===== config.mk =====
export PLATFORM = sky130hd
export DESIGN_NAME = fp16_dot_accum_flat
export DESIGN_NICKNAME = d
export VERILOG_FILES = /design/src/rtl/fp16_pkg.sv /design/src/rtl/fp16_dot_accum_if.sv /design/src/rtl/addfp16.sv /design/src/rtl/fp16_dot_accum.sv /design/src/flat_wrapper.sv
export SDC_FILE = /design/constraint.sdc
export NUM_CORES = 1
export LEC_CHECK = 0
export BUFFER_PORTS_ARGS = -buffer_cell sky130_fd_sc_hd__buf_2
export CAP_MARGIN = 20
export CORE_ASPECT_RATIO = 0.7
export CORE_MARGIN = 1
export CORE_UTILIZATION = 55
export CTS_CLUSTER_DIAMETER = 80
export DETAILED_ROUTE_END_ITERATION = 10
export PLACE_DENSITY = 0.84
export REMOVE_ABC_BUFFERS = 1
export SLEW_MARGIN = 20
export SYNTH_ARGS = -nofsm -noshare
export SYNTH_HDL_FRONTEND = slang
export SYNTH_SLANG_ARGS = --single-unit

===== constraint.sdc =====
create_clock -name clk -period 16.7 [get_ports clk]
set_input_delay 2.505 -clock clk [delete_from_list [all_inputs] [get_ports clk]]
set_output_delay 2.505 -clock clk [all_outputs]
set_load 0.005 [all_outputs]

===== src/rtl/fp16_pkg.sv =====
// Shared FP16 types, constants and helpers for the multiplier, accumulator and activation stages.
package fp16_pkg;

   typedef logic [15:0] fp16_t;

   localparam logic [4:0] FP16_EXP_SPECIAL = 5'h1F;
   localparam fp16_t      FP16_ZERO        = 16'h0000;
   localparam fp16_t      FP16_ONE         = 16'h3C00;
   localparam fp16_t      FP16_QNAN        = 16'h7E00;

   function automatic logic fp16_is_special(input fp16_t v);
      return v[14:10] == FP16_EXP_SPECIAL;
   endfunction

   function automatic logic fp16_is_nan(input fp16_t v);
      return fp16_is_special(v) && (v[9:0] != 10'd0);
   endfunction

endpackage


===== src/rtl/fp16_dot_accum_if.sv =====
// Beat input and result output channels of the FP16 accumulator.
interface fp16_dot_accum_if #(
   parameter int unsigned CNT_W = 9
);
   import fp16_pkg::*;

   logic             in_valid;
   logic             in_ready;
   fp16_t            in_data;
   logic             in_last;
   logic             out_valid;
   logic             out_ready;
   fp16_t            out_data;
   logic [CNT_W-1:0] out_count;
   logic             out_ovf;
   logic             out_spec;

   modport master (
      output in_valid, in_data, in_last, out_ready,
      input  in_ready, out_valid, out_data, out_count, out_ovf, out_spec
   );

   modport slave (
      input  in_valid, in_data, in_last, out_ready,
      output in_ready, out_valid, out_data, out_count, out_ovf, out_spec
   );

endinterface


===== src/rtl/addfp16.sv =====
// Combinational FP16 adder, round-to-nearest-even, denormal aware, IEEE Inf/NaN handling.
module addfp16
   import fp16_pkg::*;
(
   input  fp16_t a,
   input  fp16_t b,
   output fp16_t y
);

   fp16_t       x, z;
   logic [4:0]  ex, ez, d, lz, sh;
   logic [13:0] mx_e, mz_e, mz_sh, norm;
   logic [14:0] sum;
   logic [5:0]  e_n, e_r;
   logic [11:0] rnd;
   logic        sub, sticky;

   // x is the larger magnitude, so only z is ever right-aligned
   always_comb begin
      x      = (a[14:0] >= b[14:0]) ? a : b;
      z      = (a[14:0] >= b[14:0]) ? b : a;
      ex     = (x[14:10] == 5'd0) ? 5'd1 : x[14:10];
      ez     = (z[14:10] == 5'd0) ? 5'd1 : z[14:10];
      mx_e   = {(x[14:10] != 5'd0), x[9:0], 3'b000};
      mz_e   = {(z[14:10] != 5'd0), z[9:0], 3'b000};
      d      = ex - ez;
      sub    = x[15] ^ z[15];
      mz_sh  = 14'd0;
      sticky = |mz_e;
      if (d < 5'd14) begin
         mz_sh  = mz_e >> d;
         sticky = |(mz_e & ((14'd1 << d) - 14'd1));
      end
      mz_sh[0] = mz_sh[0] | sticky;
      sum = sub ? ({1'b0, mx_e} - {1'b0, mz_sh}) : ({1'b0, mx_e} + {1'b0, mz_sh});

      lz = 5'd14;
      for (int i = 0; i < 14; i++) begin
         if (sum[i]) lz = 5'(13 - i);
      end
      sh = (lz < ex - 5'd1) ? lz : ex - 5'd1;
      if (sum[14]) begin
         norm = {sum[14:2], sum[1] | sum[0]};
         e_n  = {1'b0, ex} + 6'd1;
      end else begin
         norm = sum[13:0] << sh;
         e_n  = {1'b0, ex} - {1'b0, sh};
      end

      rnd = {1'b0, norm[13:3]} + 12'(norm[2] & (norm[3] | norm[1] | norm[0]));
      e_r = rnd[11] ? e_n + 6'd1 : e_n;
      if (rnd[11]) rnd = rnd >> 1;

      y = {x[15], (rnd[10] ? e_r[4:0] : 5'd0), rnd[9:0]};
      if (e_r >= 6'd31) y = {x[15], FP16_EXP_SPECIAL, 10'd0};
      if (sum == 15'd0) y = {x[15] & z[15], 15'd0};

      if (fp16_is_nan(a) || fp16_is_nan(b) ||
          (fp16_is_special(a) && fp16_is_special(b) && sub)) begin
         y = FP16_QNAN;
      end else if (fp16_is_special(a)) begin
         y = a;
      end else if (fp16_is_special(b)) begin
         y = b;
      end
   end

endmodule


===== src/rtl/fp16_dot_accum.sv =====
// Streaming FP16 accumulator: folds one partial product per beat into a running sum and
// presents sum, beat count and sticky flags on the batch's last beat until taken.
module fp16_dot_accum
   import fp16_pkg::*;
#(
   parameter  int unsigned MAX_LEN = 256,
   localparam int unsigned CNT_W   = $clog2(MAX_LEN + 1)
) (
   input logic                clk,
   input logic                rst_n,
   input logic                clear,
   fp16_dot_accum_if.slave    bus
);

   typedef enum logic {ST_ACC, ST_HOLD} state_e;

   localparam logic [CNT_W-1:0] CNT_MAX = CNT_W'(MAX_LEN);

   state_e           state_q, state_d;
   fp16_t            acc_q, acc_d, out_data_q, out_data_d, sum_c;
   logic [CNT_W-1:0] count_q, count_d, out_count_q, out_count_d;
   logic             first_q, first_d, ovf_q, ovf_d, spec_q, spec_d;
   logic             in_ready_q, in_ready_d, out_valid_q, out_valid_d;
   logic             out_ovf_q, out_ovf_d, out_spec_q, out_spec_d;
   logic             accept_c, take_c;

   assign accept_c = in_ready_q & bus.in_valid;
   assign take_c   = out_valid_q & bus.out_ready;

   addfp16 u_add (.a(acc_q), .b(bus.in_data), .y(sum_c));

   always_ff @(posedge clk or negedge rst_n) begin
      if (!rst_n) begin
         state_q     <= ST_ACC;
         acc_q       <= FP16_ZERO;
         count_q     <= '0;
         first_q     <= 1'b1;
         ovf_q       <= 1'b0;
         spec_q      <= 1'b0;
         in_ready_q  <= 1'b1;
         out_valid_q <= 1'b0;
         out_data_q  <= FP16_ZERO;
         out_count_q <= '0;
         out_ovf_q   <= 1'b0;
         out_spec_q  <= 1'b0;
      end else begin
         state_q     <= state_d;
         acc_q       <= acc_d;
         count_q     <= count_d;
         first_q     <= first_d;
         ovf_q       <= ovf_d;
         spec_q      <= spec_d;
         in_ready_q  <= in_ready_d;
         out_valid_q <= out_valid_d;
         out_data_q  <= out_data_d;
         out_count_q <= out_count_d;
         out_ovf_q   <= out_ovf_d;
         out_spec_q  <= out_spec_d;
      end
   end

   always_comb begin
      state_d = state_q;
      unique case (state_q)
         ST_ACC:  if (accept_c && bus.in_last) state_d = ST_HOLD;
         ST_HOLD: if (bus.out_ready) state_d = ST_ACC;
         default: state_d = ST_ACC;
      endcase
      if (clear) state_d = ST_ACC;
   end

   // Datapath and registered handshake outputs; clear wins over any same-cycle beat or take
   always_comb begin
      acc_d       = acc_q;
      count_d     = count_q;
      first_d     = first_q;
      ovf_d       = ovf_q;
      spec_d      = spec_q;
      out_data_d  = out_data_q;
      out_count_d = out_count_q;
      out_ovf_d   = out_ovf_q;
      out_spec_d  = out_spec_q;
      in_ready_d  = (state_d == ST_ACC);
      out_valid_d = (state_d == ST_HOLD);
      if (clear) begin
         acc_d       = FP16_ZERO;
         count_d     = '0;
         first_d     = 1'b1;
         ovf_d       = 1'b0;
         spec_d      = 1'b0;
         out_data_d  = FP16_ZERO;
         out_count_d = '0;
         out_ovf_d   = 1'b0;
         out_spec_d  = 1'b0;
      end else if (accept_c) begin
         acc_d   = first_q ? bus.in_data : sum_c;
         first_d = 1'b0;
         count_d = (count_q == CNT_MAX) ? CNT_MAX : count_q + CNT_W'(1);
         ovf_d   = ovf_q | (count_q == CNT_MAX);
         spec_d  = spec_q | fp16_is_special(bus.in_data);
         if (bus.in_last) begin
            out_data_d  = acc_d;
            out_count_d = count_d;
            out_ovf_d   = ovf_d;
            out_spec_d  = spec_d;
         end
      end else if (take_c) begin
         acc_d   = FP16_ZERO;
         count_d = '0;
         first_d = 1'b1;
         ovf_d   = 1'b0;
         spec_d  = 1'b0;
      end
   end

   assign bus.in_ready  = in_ready_q;
   assign bus.out_valid = out_valid_q;
   assign bus.out_data  = out_data_q;
   assign bus.out_count = out_count_q;
   assign bus.out_ovf   = out_ovf_q;
   assign bus.out_spec  = out_spec_q;

endmodule


===== src/flat_wrapper.sv =====
// flat-port wrapper written by rule: the top's interface ports become plain ports
module fp16_dot_accum_flat import fp16_pkg::*;
#(
   parameter  int unsigned MAX_LEN = 256,
   localparam int unsigned CNT_W   = $clog2(MAX_LEN + 1)
)
  (clk, rst_n, clear, bus_in_valid, bus_in_data, bus_in_last, bus_out_ready, bus_in_ready, bus_out_valid, bus_out_data, bus_out_count, bus_out_ovf, bus_out_spec);
  fp16_dot_accum_if #(.CNT_W(9)) bus_i ();
  input logic clk;
  input logic rst_n;
  input logic clear;
  input wire logic [$bits(bus_i.in_valid)-1:0] bus_in_valid;
  input wire logic [$bits(bus_i.in_data)-1:0] bus_in_data;
  input wire logic [$bits(bus_i.in_last)-1:0] bus_in_last;
  input wire logic [$bits(bus_i.out_ready)-1:0] bus_out_ready;
  output wire logic [$bits(bus_i.in_ready)-1:0] bus_in_ready;
  output wire logic [$bits(bus_i.out_valid)-1:0] bus_out_valid;
  output wire logic [$bits(bus_i.out_data)-1:0] bus_out_data;
  output wire logic [$bits(bus_i.out_count)-1:0] bus_out_count;
  output wire logic [$bits(bus_i.out_ovf)-1:0] bus_out_ovf;
  output wire logic [$bits(bus_i.out_spec)-1:0] bus_out_spec;
  assign bus_i.in_valid = bus_in_valid;
  assign bus_i.in_data = bus_in_data;
  assign bus_i.in_last = bus_in_last;
  assign bus_i.out_ready = bus_out_ready;
  assign bus_in_ready = bus_i.in_ready;
  assign bus_out_valid = bus_i.out_valid;
  assign bus_out_data = bus_i.out_data;
  assign bus_out_count = bus_i.out_count;
  assign bus_out_ovf = bus_i.out_ovf;
  assign bus_out_spec = bus_i.out_spec;
  fp16_dot_accum #(.MAX_LEN(MAX_LEN)) u_core (.clk(clk), .rst_n(rst_n), .clear(clear), .bus(bus_i));
endmodule

==> results.md <==
- GPL Wtd Cong: 1.08
- Hold violation total from the final report: 0
- DIE HEIGHT: 106 um
- Final setup margin: 1150 ps
- IO Port Bufs: 50
- Syn avg cell area: 7.78 sq um
- Total routed wirelength: 27.8 mm
- Most frequent cells in the layout: 130 x nand2_1, 79 x nor2_1, 73 x o21ai_0
- RR Endpoint: u_core.bus.out_data[2]
- Core Box Area: 15000 sq um
- Detail Placement HPWL: 21.3 mm
- WP data arrival: 15770 ps
- TNS Setup: 0 ps
- Inserted Diodes: 0
- Flop and latch count out of synthesis: 57
- TritonRoute pass-1 iters: 8
- Worst Hold Class: reg2reg
- Max Cap Viol: 0
- Tightest Pin Transition: 1130 ps
- Final worst-path cycle share: 0.931
- Pin count of the biggest net entering global routing: 58
- Post_cts resized: 0
- Post-layout util: 0.611
- Final Setup Violations: 0
- Fmax: 64.3 MHz
- Cell Area, Synth: 8550 sq um
- Row cnt: 37
- Dpl cells: 1298
- Hold path depth: 1
- Worst-Skew Late Latency: 340 ps
- Yosys warns: 0
- 1st-iter DRT viols: 1476
- Synth area leader: dfrtp_1
- CTS tree: yes
- Residual DRC count: 0
- TritonCTS Sinks: 57
- Reg clk slew, reported paths: 60 ps
- Antenna-violating nets left: 0
- Vias: 9187
- Max Slew Vio Count: 0
- Unrepaired setup endpoints after global routing: false
- Worst-path fanout max: 13
- Crit path from: bus_in_data[5]
- Period minus WS final: 15550 ps
- Vias in the first global route: 7980
- Critical path startpoint category: primary input
- Layout cells sized above 1: 0.152
- Total GRT Usage: 0.348
- Die area: 16000 sq um
- Num CTS Buffers: 9
- Delay of the slowest critical-path stage: 820 ps
- Pre-CTS setup slack: 1200 ps
- Post-synth ARST share: 1.00
- H-tree depth: 3
- Seq/Total Area, Yosys: 0.167
- Clk_skew: 9.92 ps
- Starting density of the core: 0.572
- CP required: 16920 ps
- Crit. End Element: flop
- Final net count: 1195
- Outcome: completed
- Top cell type's share of synthesized area: 0.161
- Synth Instances: 1099
- Setup crit end: u_core.bus.out_data[2]
- RR Startpoint: u_core.acc_q[5]
- Global-route wire length before repair: 43.5 mm
- Vias per cell: 6.99
- Critical path class: in2reg
- WL/cell: 21.2 um
- Most common cell after layout, fill and taps aside: nand2_1
- Post-synth top flop: dfrtp_1
- Die width: 151 um
- CP most frequent cell: ha_1
- R2R depth: 50
- Register-to-register path setup slack: 3090 ps
- Worst Hold Launch: u_core.ovf_q
- Non-filler cells, final: 1314
- Grt ovf: 0
- Slowest CP cell: xor2_1
- Synth top area cells: dfrtp_1 16%, ha_1 8.3%, mux2i_1 5.9%
- Initial antenna violation count: 0
- Clock Tree Root: clkbuf_16
- Post-synth EDFFs: 0
- CTS Hold Buffers Added: 0
- # Post-CTS Setup Buffers: 0
- Syn-to-layout area delta: 6.94%
- Clock buffer depth: 2
- Slew HR: 0.243
- Num ports: 51
- Netlist cell types: 108
[cell type report]
type                    instances  area (sq um)
fillers                      1302          5810
flip-flops and latches         57          1430
clock buffers                   9           225
clock inverters                 7          53.8
inverters                      67           251
well taps                     195           244
multi-input cells             916          6590
repair buffers                 63           348
[flip-flops by register name (all words and copies together) (netlist names)]
register	count
u_core.bus.out_data	16
u_core.bus.out_ovf	1
u_core.first_q	1
u_core.count_q	9
u_core.state_q	1
u_core.acc_q	16
u_core.bus.out_count	9
u_core.spec_q	1
u_core.ovf_q	1
u_core.bus.out_spec	1
u_core.bus.in_ready	1
[kinds of logic (layout without fill, tap and decap cells)]
logic type,after synthesis,count (layout),synth area share
flops,57,57,0.167
buf+inv,126,146,0.0631
xor+xnor,41,41,0.0438
compound gates,358,358,0.303
simple gates,379,379,0.225
fa+ha+maj,59,59,0.0881
mux,79,79,0.110
[worst min-delay path by stage]
| stage | end | slack, ps |
|---|---|---|
| 6_report | u_core.ovf_q | 480 |
| 5_1_grt | u_core.bus.out_count[6] | 500 |
| 4_1_cts | u_core.bus.out_data[14] | 480 |
| 3_5_place_dp | u_core.ovf_q | 470 |
| 3_3_place_gp | u_core.bus.out_count[5] | 460 |
| 2_1_floorplan | u_core.ovf_q | 450 |
[metal layers]
metal	routed length (um)	part of all wire	global-route usage
met1	11800	0.42	0.522
met2	10900	0.39	0.463
met3	4400	0.16	0.127
met4	699	0.025	0.0786
met5	0	0	0
[synthesized netlist by cell type, drive strengths merged (24+ instances only)]
master and count:
nand2 130, o21ai 83, nor2 79, a21oi 71
inv 66, ha 57, dfrtp 55, mux2i 51
clkbuf 35, nor3 31, xnor2 28, nand3 27
buf 24
[through the flow]
step,hold WS (ps),area [sq um]
finish,478,9140
global route,499,9140
CTS,480,9140
detailed placement,469,8860
global placement,458,8860
floorplan,450,8260
[critical path: cells and delay by family]
kind,cells,cell delay [ps]
adder cells (fa/ha/maj),7,2430
XOR/XNOR,3,1220
AND/OR/NAND/NOR,14,3080
buffers and inverters,5,630
AO/OA/AOI/OAI,22,5410
multiplexers,1,460
Power is not shown: default switching activity piles up to over one toggle a cycle in this logic, so the estimate is an artifact.
